$ cat src/rtl/cpu_pkg.sv
// cpu_pkg: opcodes, error codes and FSM encoding shared by the execute-stage controller.
package cpu_pkg;
    localparam int DATA_W = 16;
    localparam logic [2:0] OP_ADD    = 3'b000;
    localparam logic [2:0] OP_SUB    = 3'b001;
    localparam logic [2:0] OP_MUL    = 3'b010;
    localparam logic [2:0] OP_DIV    = 3'b011;
    localparam logic [2:0] OP_LDI    = 3'b100;
    localparam logic [2:0] OP_ILL_LO = 3'b101;
    localparam logic [1:0] ERR_ILLEGAL = 2'b01;
    localparam logic [1:0] ERR_DIV0    = 2'b10;
    localparam logic [1:0] ERR_TIMEOUT = 2'b11;
    typedef enum logic [1:0] {S_IDLE, S_ISSUE, S_WAIT, S_WB} state_e;
    function automatic logic is_illegal(input logic [2:0] op);
        return op >= OP_ILL_LO;
    endfunction
endpackage

$ cat src/rtl/regfile_8x16.sv
// regfile_8x16: register file with two combinational read ports, a debug read port
// and one synchronous write port; asynchronously cleared.
module regfile_8x16 #(
    parameter int DATA_W = 16,
    parameter int NREGS  = 8,
    parameter int AW     = $clog2(NREGS)
) (
    input  logic              clk,
    input  logic              reset,
    input  logic              we_i,
    input  logic [AW-1:0]     waddr_i,
    input  logic [DATA_W-1:0] wdata_i,
    input  logic [AW-1:0]     raddr1_i,
    output logic [DATA_W-1:0] rdata1_o,
    input  logic [AW-1:0]     raddr2_i,
    output logic [DATA_W-1:0] rdata2_o,
    input  logic [AW-1:0]     dbg_addr_i,
    output logic [DATA_W-1:0] dbg_data_o
);
    logic [DATA_W-1:0] mem_q [NREGS];

    always_ff @(posedge clk or posedge reset) begin
        if (reset) begin
            for (int i = 0; i < NREGS; i++) mem_q[i] <= '0;
        end else if (we_i) begin
            mem_q[waddr_i] <= wdata_i;
        end
    end

    assign rdata1_o   = mem_q[raddr1_i];
    assign rdata2_o   = mem_q[raddr2_i];
    assign dbg_data_o = mem_q[dbg_addr_i];
endmodule

$ cat src/rtl/alu_issue_ctrl.sv
// alu_issue_ctrl: accepts one instruction at a time, issues it to alu_16 (or handles
// LDI locally), writes the result back and reports illegal-op, div-by-zero and timeout.
import cpu_pkg::*;

module alu_issue_ctrl #(
    parameter int DATA_W  = cpu_pkg::DATA_W,
    parameter int NREGS   = 8,
    parameter int TIMEOUT = 64
) (
    input  logic              clk,
    input  logic              reset,
    input  logic              instr_valid,
    output logic              instr_ready,
    input  logic [15:0]       instr,
    output logic              alu_start,
    output logic [2:0]        alu_opcode,
    output logic [DATA_W-1:0] alu_a,
    output logic [DATA_W-1:0] alu_b,
    input  logic [DATA_W-1:0] alu_result,
    input  logic              alu_done,
    output logic              wb_valid,
    output logic [2:0]        wb_addr,
    output logic [DATA_W-1:0] wb_data,
    output logic              err_valid,
    output logic [1:0]        err_code,
    input  logic [2:0]        dbg_addr,
    output logic [DATA_W-1:0] dbg_data
);
    localparam int CW = $clog2(TIMEOUT + 1);

    state_e            state_q;
    logic [2:0]        rd_q;
    logic [CW-1:0]     cnt_q;
    logic              alu_start_q, wb_valid_q, err_valid_q;
    logic [2:0]        alu_opcode_q, wb_addr_q;
    logic [DATA_W-1:0] alu_a_q, alu_b_q, wb_data_q;
    logic [1:0]        err_code_q;
    logic [DATA_W-1:0] rs1_data, rs2_data, imm_ext;
    logic [2:0]        op;

    assign op      = instr[15:13];
    assign imm_ext = {{(DATA_W-10){instr[9]}}, instr[9:0]};

    // The file cannot change between accept and ISSUE, so operands are captured at accept.
    regfile_8x16 #(.DATA_W(DATA_W), .NREGS(NREGS)) u_rf (
        .clk       (clk),
        .reset     (reset),
        .we_i      (wb_valid_q),
        .waddr_i   (wb_addr_q),
        .wdata_i   (wb_data_q),
        .raddr1_i  (instr[9:7]),
        .rdata1_o  (rs1_data),
        .raddr2_i  (instr[6:4]),
        .rdata2_o  (rs2_data),
        .dbg_addr_i(dbg_addr),
        .dbg_data_o(dbg_data)
    );

    always_ff @(posedge clk or posedge reset) begin
        if (reset) begin
            state_q      <= S_IDLE;
            rd_q         <= '0;
            cnt_q        <= '0;
            alu_start_q  <= 1'b0;
            alu_opcode_q <= '0;
            alu_a_q      <= '0;
            alu_b_q      <= '0;
            wb_valid_q   <= 1'b0;
            wb_addr_q    <= '0;
            wb_data_q    <= '0;
            err_valid_q  <= 1'b0;
            err_code_q   <= '0;
        end else begin
            alu_start_q <= 1'b0;
            wb_valid_q  <= 1'b0;
            err_valid_q <= 1'b0;
            case (state_q)
                S_IDLE: if (instr_valid) begin
                    rd_q <= instr[12:10];
                    if (is_illegal(op)) begin
                        err_valid_q <= 1'b1;
                        err_code_q  <= ERR_ILLEGAL;
                    end else if (op == OP_LDI) begin
                        state_q    <= S_WB;
                        wb_valid_q <= 1'b1;
                        wb_addr_q  <= instr[12:10];
                        wb_data_q  <= imm_ext;
                    end else if (op == OP_DIV && rs2_data == '0) begin
                        err_valid_q <= 1'b1;
                        err_code_q  <= ERR_DIV0;
                    end else begin
                        state_q      <= S_ISSUE;
                        alu_start_q  <= 1'b1;
                        alu_opcode_q <= op;
                        alu_a_q      <= rs1_data;
                        alu_b_q      <= rs2_data;
                    end
                end
                S_ISSUE: begin
                    state_q <= S_WAIT;
                    cnt_q   <= '0;
                end
                S_WAIT: if (alu_done) begin
                    state_q    <= S_WB;
                    wb_valid_q <= 1'b1;
                    wb_addr_q  <= rd_q;
                    wb_data_q  <= alu_result;
                end else if (cnt_q == CW'(TIMEOUT - 1)) begin
                    state_q     <= S_IDLE;
                    err_valid_q <= 1'b1;
                    err_code_q  <= ERR_TIMEOUT;
                end else begin
                    cnt_q <= cnt_q + 1'b1;
                end
                S_WB:    state_q <= S_IDLE;
                default: state_q <= S_IDLE;
            endcase
        end
    end

    assign instr_ready = state_q == S_IDLE;
    assign alu_start   = alu_start_q;
    assign alu_opcode  = alu_opcode_q;
    assign alu_a       = alu_a_q;
    assign alu_b       = alu_b_q;
    assign wb_valid    = wb_valid_q;
    assign wb_addr     = wb_addr_q;
    assign wb_data     = wb_data_q;
    assign err_valid   = err_valid_q;
    assign err_code    = err_code_q;
endmodule

$ cat config.mk
export PLATFORM = sky130hd
export DESIGN_NAME = alu_issue_ctrl
export DESIGN_NICKNAME = d
export VERILOG_FILES = /design/src/rtl/cpu_pkg.sv /design/src/rtl/regfile_8x16.sv /design/src/rtl/alu_issue_ctrl.sv
export SDC_FILE = /design/constraint.sdc
export NUM_CORES = 1
export LEC_CHECK = 0
export CELL_PAD_IN_SITES_DETAIL_PLACEMENT = 1
export CELL_PAD_IN_SITES_GLOBAL_PLACEMENT = 1
export CORE_AREA = 2 2 154 156
export CTS_CLUSTER_SIZE = 12
export DETAILED_ROUTE_END_ITERATION = 10
export DIE_AREA = 0 0 156 158
export PLACE_DENSITY_LB_ADDON = 0.1
export SETUP_SLACK_MARGIN = 0.05
export SLEW_MARGIN = 20
export SYNTH_ARGS = -nofsm -noshare
export SYNTH_HDL_FRONTEND = slang
export SYNTH_SLANG_ARGS = --single-unit
$ cat constraint.sdc
create_clock -name clk -period 8.7 [get_ports clk]
set_clock_uncertainty 0.05 [all_clocks]
set_input_delay 0.87 -clock clk [delete_from_list [all_inputs] [get_ports clk]]
set_output_delay 0.87 -clock clk [all_outputs]
set_load 0.02 [all_outputs]
# Word-level counts from Yosys, hierarchy flattened
# Cells that the tools add are included.
classes:
  n_reduce_logical: 12
  n_bitwise: 7
  n_lt_le_gt_ge: 6
  eq_ne: 17
  add_sub_neg: 1
  muxes: 56
op_table:
  columns: ["cell", "n"]
  rows:
  - ["16-bit 2-to-1 mux", 11]
  - ["16-bit binary-select mux with 3-bit select", 3]
  - ["128-bit bitwise mux", 1]
  - ["16-bit demux with 3-bit select", 1]
  - ["16-bit case mux with 2 select lines", 1]
  - ["2-bit 2-to-1 mux", 12]
  - ["4-bit greater-or-equal comparator (second input constant)", 4]
  - ["16-bit zero test", 1]
  - ["3-bit NOT with 4-bit output", 4]
  - ["1-bit 2-to-1 mux", 15]
  - ["7-bit 2-to-1 mux", 2]
  - ["7-bit case mux with 2 select lines", 1]
  - ["3-bit 2-to-1 mux", 4]
  - ["2-bit != test (second input constant)", 6]
  - ["5-bit AND reduction", 2]
  - ["3-bit != test (second input constant)", 3]
  - ["2-bit case mux with 4 select lines", 1]
  - ["7-bit by 1-bit adder with 7-bit output (second input constant)", 1]
  - ["7-bit by 6-bit == test with 1-bit output (second input constant)", 1]
  - ["3-bit case mux with 2 select lines", 1]
  - ["6-bit AND reduction", 1]
  - ["2-bit == test (second input constant)", 2]
  - ["4-bit by 1-bit less-than comparator with 1-bit output (second input constant)", 1]
  - ["1-bit case mux with 2 select lines", 2]
  - ["other kinds (14)", 18]
word_totals:
  reg_bits: 199
  wordCells: 119
  output_inout_bits: 76
  input_bits: 39

# Depth between registers and ports, before layout
# Gate-level depths: netlist of the first run.
logic_depth:
  word_depth: 11
  mapped_depth: 11
  mapped_depth_nobuf: 7

# By module
# From an unflattened synthesis of the first run, not the netlist that was laid out.
unflattened:
  cells_unflattened: 684
  area_unflattened_um2: 11146.9
by_module_without_submodules:
  columns: ["module", "n_inst", "cells_per_inst", "area_each_um2"]
  rows:
  - ["regfile_8x16", 1, 454, 7993.9]
  - ["alu_issue_ctrl", 1, 230, 3153.0]

# Worst setup path after synthesis of the first run
# OpenSTA, ideal clock, no wires.
synth_timing:
  path_kind: "input port to output port"
  start: "input dbg_addr[0]"
  end: "output dbg_data[0]"
  slack_ns: 5.273
  n_path_buf: 2
  arrival_ns: 2.507
  stages: 4
  path_cell_list: "clkbuf_1 -> buf_1 -> mux4_2 -> mux2_2"
synth_via:
  elab_chain_cells: 4
synth_lines:
  columns: ["element", "line_no", "rtl"]
  rows:
  - ["start, declared", "alu_issue_ctrl.sv:26", "input logic [2:0] dbg_addr,"]
  - ["3-bit NOT with 4-bit output (implied by the code)", "regfile_8x16.sv:32", "assign dbg_data_o = mem_q[dbg_addr_i];"]
  - ["16-bit binary-select mux with 3-bit select", "regfile_8x16.sv:32", null]
  - ["16-bit 2-to-1 mux (implied by the code) (2 in a row)", "regfile_8x16.sv:32", null]
  - ["end, declared", "alu_issue_ctrl.sv:27", "output logic [DATA_W-1:0] dbg_data"]
# Every way passes these cells. The select of a mux whose other input is x is not followed.

# Worst setup path after layout of the first run
layout_timing:
  start: "input instr[4]"
  end: "register alu_b_q[11], in the netlist alu_b[11]"
layout_via:
  elab_chain_cells: 8
layout_lines:
  columns: ["element", "line_no", "rtl"]
  rows:
  - ["start, declared", "alu_issue_ctrl.sv:14", "input logic [15:0] instr,"]
  - ["3-bit NOT with 4-bit output (implied by the code) *", "regfile_8x16.sv:31", "assign rdata2_o = mem_q[raddr2_i];"]
  - ["16-bit binary-select mux with 3-bit select *", "regfile_8x16.sv:31", null]
  - ["16-bit 2-to-1 mux (implied by the code) * (2 in a row)", "regfile_8x16.sv:31", null]
  - ["16-bit zero test", "alu_issue_ctrl.sv:88", "end else if (op == OP_DIV && rs2_data == '0) begin"]
  - ["1-bit logical AND", "alu_issue_ctrl.sv:88", null]
  - ["1-bit NOT (no source line)", null, null]
  - ["5-bit AND reduction (no source line)", null, null]
  - ["end signal, assigned", "alu_issue_ctrl.sv:96", "alu_b_q <= rs2_data;"]
  - ["end, declared", "alu_issue_ctrl.sv:36", "logic [DATA_W-1:0] alu_a_q, alu_b_q, wb_data_q;"]
# Every way passes the cells marked *; elsewhere a longest branch is shown, timed or not. The select of a mux whose other input is x is not followed.
# A chain may end at the register's enable or synchronous reset.

==> results.json, run 1 <==
{
  "outcome": "completed",
  "ant_nets": 0,
  "synth_nets": 815,
  "grt_pass1_vias": 8246,
  "root_buffer": "clkbuf_16",
  "cts.sinks": 199,
  "hold_class": "flop to flop",
  "nFillCells": 2217,
  "antenna_found_initial": 0,
  "synth-adder-area-share_pct": 0.1153,
  "hpwl_microns": 20260,
  "numCtsBuffers": 17,
  "path_cells": "buf_2 -> mux4_2 -> nor4_1 -> mux2i_1 -> nor4_2 -> a31o_2 -> inv_2 -> mux2_4",
  "power_frac_seq_pct": 40.2,
  "cts_tree": "done",
  "cpPeakStageDelay_ps": 700,
  "path_class": "primary input to flop",
  "seq_area_frac_synth_pct": 45.89,
  "grt_max_degree": 140,
  "irDropWorstVdd_mv": 0.2080,
  "switchingPower_mw": 1.822,
  "fmax_mhz": 245.1,
  "ctsResizeCount": 0,
  "power.internal_mw": 2.947,
  "synth_area_sq_mm": 0.01085,
  "fin_ws_ps": 4621,
  "rsz0062_at_grt": "no",
  "portBuffers": 114,
  "synth_xor_area_share_pct": 0.08072,
  "combPwrFrac_pct": 43.4,
  "final_common_cell": "dfrtp_1",
  "dr.first_iter.drc_count": 543,
  "p_per_area_mw_per_mm2": 371.8,
  "critical-path-top-delay-family": "multiplexers",
  "core_area_sq_mm": 0.02305,
  "via_count": 7418,
  "postSynthAreaPerCell_sq_um": 14.00,
  "synth-edff-count": 0,
  "swShare_pct": 38.20,
  "synth-main-ff-cell": "dfrtp_1",
  "cts_buffer_depth": 2,
  "finalSetupViolations": 0,
  "cap_viol_max_count": 0,
  "area_growth_pct": 18.21,
  "finalCritPeriodShare_pct": 46.89,
  "clk_latency_ps": 440,
  "startpoint_type": "primary input",
  "grt_pass1_wl_microns": 50030,
  "grt_overflow": 0,
  "layout-drive-gt1-share_pct": 38.32,
  "firstDrtPassIters": 4,
  "hold_viol": 0,
  "synth_compound_area_share_pct": 4.532,
  "critPathRequiredTime_ps": 8970,
  "slew_violations": 0,
  "num_antenna_cells": 0,
  "wl_per_cell_microns": 27.18,
  "start_util_pct": 47.07,
  "ys_types": 47,
  "synth_mux_area_share_pct": 41.03,
  "tightest_slew_ps": 997.7,
  "htreeDepth": 4,
  "report.power.total_mw": 4.769,
  "p_clk_share_pct": 16.5,
  "final_cell_mix": "dfrtp_1 (199), mux2_2 (168), clkdlybuf4s50_1 (109)",
  "synth_top_family_by_area": "multiplexers",
  "leakage_nw": 5.233,
  "dieWidth_microns": 156,
  "fin_nets": 909,
  "fin_setup_tns_ps": 0,
  "grt_usage_pct": 27.41,
  "r2r_slack_ps": 5470,
  "cp_max_fo": 35,
  "cp-end-kind": "flop",
  "rows": 56,
  "slew-limit-headroom_pct": 33.49,
  "cts_hold_buf": 0,
  "post-route-min-period_ps": 4079,
  "gp_congestion": 0.8379,
  "synth_seq_cells": 199,
  "avgViaCountPerCell": 6.329,
  "yosysWarnings": 0,
  "fp.dieH_microns": 158,
  "drc": 0,
  "boundaryPins": 115,
  "synthCells": 775,
  "place_ws_ps": 4139,
  "synth_simple_gate_area_share_pct": 5.731,
  "post_cts_buffers": 0,
  "drt_wl_total_microns": 31850,
  "cp_slowest_cell": "buf_2",
  "clkTransAtPathRegs_ps": 70,
  "cp.arrival_ps": 4350,
  "ys_async_sr_fraction_pct": 100.0,
  "die-area_sq_mm": 0.02465,
  "path_buf_inv": 2
}
logic make-up after synthesis:
family,Yosys count
AOI/OAI and AO/OA,73
xor gates and xnor gates,1
adders and majority gates,1
buffers and inverters,63
DFF,199
muxes,308
and+or+nand+nor,130
per-stage QoR:
step | util (%) | hold WS, ps | std cells | area, sq um
finish | 55.64 | 439.9 | 1172 | 12830
detailed placement | 53.15 | 422.7 | 1140 | 12250
CTS | 55.64 | 441.4 | 1172 | 12830
floorplan | - | 395.5 | 775 | 10850
global placement | 53.15 | 408.4 | 1140 | 12250
global route | 55.64 | 466.2 | 1172 | 12830
power groups by stage:
| stage | clock (mW) | combinational (mW) | sequential, mW |
|---|---|---|---|
| final | 0.785 | 2.07 | 1.92 |
| after floorplan | 0 | 1.29 | 1.84 |
| after detailed placement | 0 | 2.07 | 1.91 |
| after global routing | 0.836 | 2.21 | 1.98 |
| after CTS | 0.801 | 2.09 | 1.90 |
| after global placement | 0 | 2.00 | 1.86 |
synth_stat cells (2+ instances only):
cell type	instances	area, sq um
a211oi_1	4	30.03
a21oi_1	18	90.09
a31o_2	3	26.28
a31oi_1	13	81.33
and2_1	5	31.28
and3_1	2	12.51
buf_1	7	26.28
buf_2	8	40.04
buf_4	2	15.01
buf_6	4	45.04
clkbuf_1	37	138.9
dfrtp_1	199	4980
inv_1	4	15.01
mux2_2	168	1892
mux2_4	19	285.3
mux2i_1	36	360.4
mux4_2	85	1914
nand2_1	52	195.2
nand2b_1	7	43.79
nand3_1	11	55.05
nand3b_1	3	22.52
nand4_1	3	18.77
nand4b_1	4	35.03
nor2_1	29	108.9
nor2b_1	4	25.02
nor3_1	4	20.02
nor3b_1	2	15.01
nor4_2	2	25.02
o21ai_0	10	50.05
o22ai_1	2	12.51
o2bb2ai_1	11	96.34
o31ai_1	2	15.01
final timing paths:
check	from	cells after the start	to
worst min-delay path	rd_q[1]	2	rd_q[1]
min in group asynchronous	reset	2	cnt_q[6]
worst min register to register	rd_q[1]	2	rd_q[1]
max in group asynchronous	reset	3	u_rf.mem_q[124]
worst max-delay path	instr[4]	8	alu_b[11]
worst max register to register	u_rf.mem_q[65]	7	alu_b[11]
state kept, by name (all words and copies together), names as in the netlist, 3 cells and up:
name and count:
alu_b 16, rd_q 3, wb_addr 3, alu_opcode 3
cnt_q 7, alu_a 16, u_rf.mem_q 128, wb_data 16
worst register-to-register path, cell delays in order (launching register included):
cell and delay, ps:
dfrtp_1 430, mux4_2 520, nor4_2 280, mux2i_1 200
nor4_2 370, a31o_2 440, inv_2 410, mux2_4 430
layout make-up:
class                      count  area [sq um]  area share [%]
clock buffer                  19         432.9           3.375
clock inverter                13         140.1           1.093
inverter                       5         26.28          0.2049
multi-input combinational    513          5625           43.86
sequential                   199          4980           38.83
tap                          290         362.8           2.829
timing repair buffer         133          1259           9.814
per-layer routing:
layer  track usage, %  up-vias  wire length [microns]
met5                0        -                      0
met4            7.820        0                    521
met3            4.380       38                   1546
met2            45.07      250                  15750
met1            38.03     3979                  14030
li1                 -     3151                      -
Power figures use the tool's default switching activity.
==> run 2: changes to the inputs <==
clock period = 4.05 ns   (was 8.7 ns; I/O delays follow)
==> results.json, run 2 (synthesis gave the netlist of run 1 again) <==
{
  "drt_wl_total_microns": 31710,
  "avgViaCountPerCell": 6.313,
  "leakage_nw": 5.271,
  "cp.arrival_ps": 3450,
  "fmax_mhz": 315.2,
  "path_class": "primary input to flop",
  "timing.rr.start": "u_rf.mem_q[8]",
  "slew-limit-headroom_pct": 34.82,
  "post-route-min-period_ps": 3173,
  "stdcell_area_sq_mm": 0.01290,
  "area_growth_pct": 18.90,
  "start_util_pct": 47.07,
  "hpwl_microns": 20540,
  "fin_setup_tns_ps": 0,
  "dr.first_iter.drc_count": 601,
  "boundaryPins": 115,
  "htreeDepth": 4,
  "ant_nets": 0,
  "switchingPower_mw": 3.952,
  "numCtsBuffers": 17,
  "antenna_found_initial": 0,
  "die-area_sq_mm": 0.02465,
  "r2r_slack_ps": 990,
  "cts_buffer_depth": 2,
  "grt_pass1_wl_microns": 49270,
  "finalCritPeriodShare_pct": 78.34,
  "fin_ws_ps": 877.1,
  "dieWidth_microns": 156,
  "via_count": 7424,
  "num_antenna_cells": 0,
  "critPathRequiredTime_ps": 4330,
  "post_cts_buffers": 0,
  "grt_max_degree": 157,
  "wl_per_cell_microns": 26.97,
  "p_clk_share_pct": 16.4,
  "power.internal_mw": 6.299,
  "largest_register_ff_count": 128,
  "p_per_area_mw_per_mm2": 794.5,
  "cpPeakStageDelay_ps": 610,
  "root_buffer": "clkbuf_16",
  "cts_hold_buf": 0,
  "fp.dieH_microns": 158,
  "gr-usage-met3_pct": 4.955,
  "cp_max_fo": 22,
  "grt_use_met1_pct": 37.21,
  "irDropWorstVdd_mv": 0.3778,
  "grt_overflow": 0,
  "tightest_slew_ps": 977.7,
  "firstDrtPassIters": 5,
  "report.power.total_mw": 10.25,
  "finalSetupViolations": 0,
  "place_ws_ps": 429.0,
  "power_frac_seq_pct": 40.5,
  "fin_nets": 913,
  "core_area_sq_mm": 0.02305,
  "hold_class": "primary input to async pin",
  "gp_congestion": 0.8022,
  "portBuffers": 114,
  "final_common_cell": "dfrtp_1",
  "cp-end-kind": "flop",
  "drc": 0,
  "reg2reg_to": "alu_a[12]",
  "startpoint_type": "primary input",
  "cap_viol_max_count": 0,
  "clk_latency_ps": 450,
  "grt_pass1_vias": 8024,
  "ctsResizeCount": 0,
  "grt_use_met2_pct": 44.80,
  "layout-drive-gt1-share_pct": 38.71,
  "cp_slowest_cell": "mux4_2",
  "clkTransAtPathRegs_ps": 80,
  "swShare_pct": 38.55,
  "cts.sinks": 199,
  "cts_tree": "done",
  "outcome": "completed",
  "busiest_layer": "met2",
  "grt_usage_pct": 27.11,
  "final_cell_mix": "dfrtp_1 (199), mux2_2 (168), clkdlybuf4s50_1 (109)",
  "ff2ff_path_depth": 7,
  "path_cells": "buf_2 -> mux4_2 -> nor4_1 -> mux2i_1 -> nor4_2 -> a31o_2 -> inv_2 -> mux2_4",
  "hold_viol": 0,
  "top_register": "u_rf.mem_q",
  "rsz0062_at_grt": "no",
  "slew_violations": 0,
  "combPwrFrac_pct": 43.1,
  "rows": 56,
  "postPlaceCellArea_sq_mm": 0.01232
}
## run 2: cell count changes in the layout (fill, tap and decap cells not counted), moves of 2 or more
cell,delta
clkinv_8,+2
buf_12,+3
inv_6,+3
clkinv_4,-4
## run 2: final cells by class
cell class / count / area, sq um
Clock buffer: 18 / 429.2
Timing Repair Buffer: 137 / 1326
Fill cell: 2240 / 10150
Tap cell: 290 / 362.8
Clock inverter: 14 / 148.9
Inverter: 5 / 22.52
Sequential cell: 199 / 4980
Multi-Input combinational cell: 513 / 5632
## run 2: critical path, delay by kind of cell
family,cells,cell delay [ps]
AOI/OAI and AO/OA,1,300
buffers and inverters,2,790
and+or+nand+nor,2,690
muxes,3,1240
## run 2: worst max path at each step
stage,start,endpoint,slack [ps]
CTS,instr[4],alu_a[11],890
finish,instr[4],alu_a[12],880
detailed placement,instr[4],alu_a[2],430
global route,instr[4],alu_a[9],700
global placement,instr[4],alu_a[15],540
floorplan,reset,alu_a[0],1020
## run 2: power by group through the flow
stage | clock network (mW) | registers [mW] | logic [mW]
after floorplan | 0 | 3.94 | 2.76
after global placement | 0 | 4.03 | 4.30
after detailed placement | 0 | 4.13 | 4.43
after CTS | 1.72 | 4.12 | 4.46
after global routing | 1.80 | 4.29 | 4.72
final | 1.68 | 4.15 | 4.42
## run 2: stage by stage
| stage | std cells | hold slack, ps | utilization, % |
|---|---|---|---|
| floorplan | 775 | 395.5 | - |
| global placement | 1144 | 408.0 | 53.46 |
| detailed placement | 1144 | 424.4 | 53.46 |
| CTS | 1176 | 443.2 | 55.96 |
| global route | 1176 | 463.4 | 55.96 |
| finish | 1176 | 427.3 | 55.96 |
## run 2: metal layers
layer / wire [microns] / share of wire (%)
met1: 13720 / 43
met2: 15610 / 49
met3: 1842 / 5.8
met4: 536 / 1.7
met5: 0 / 0
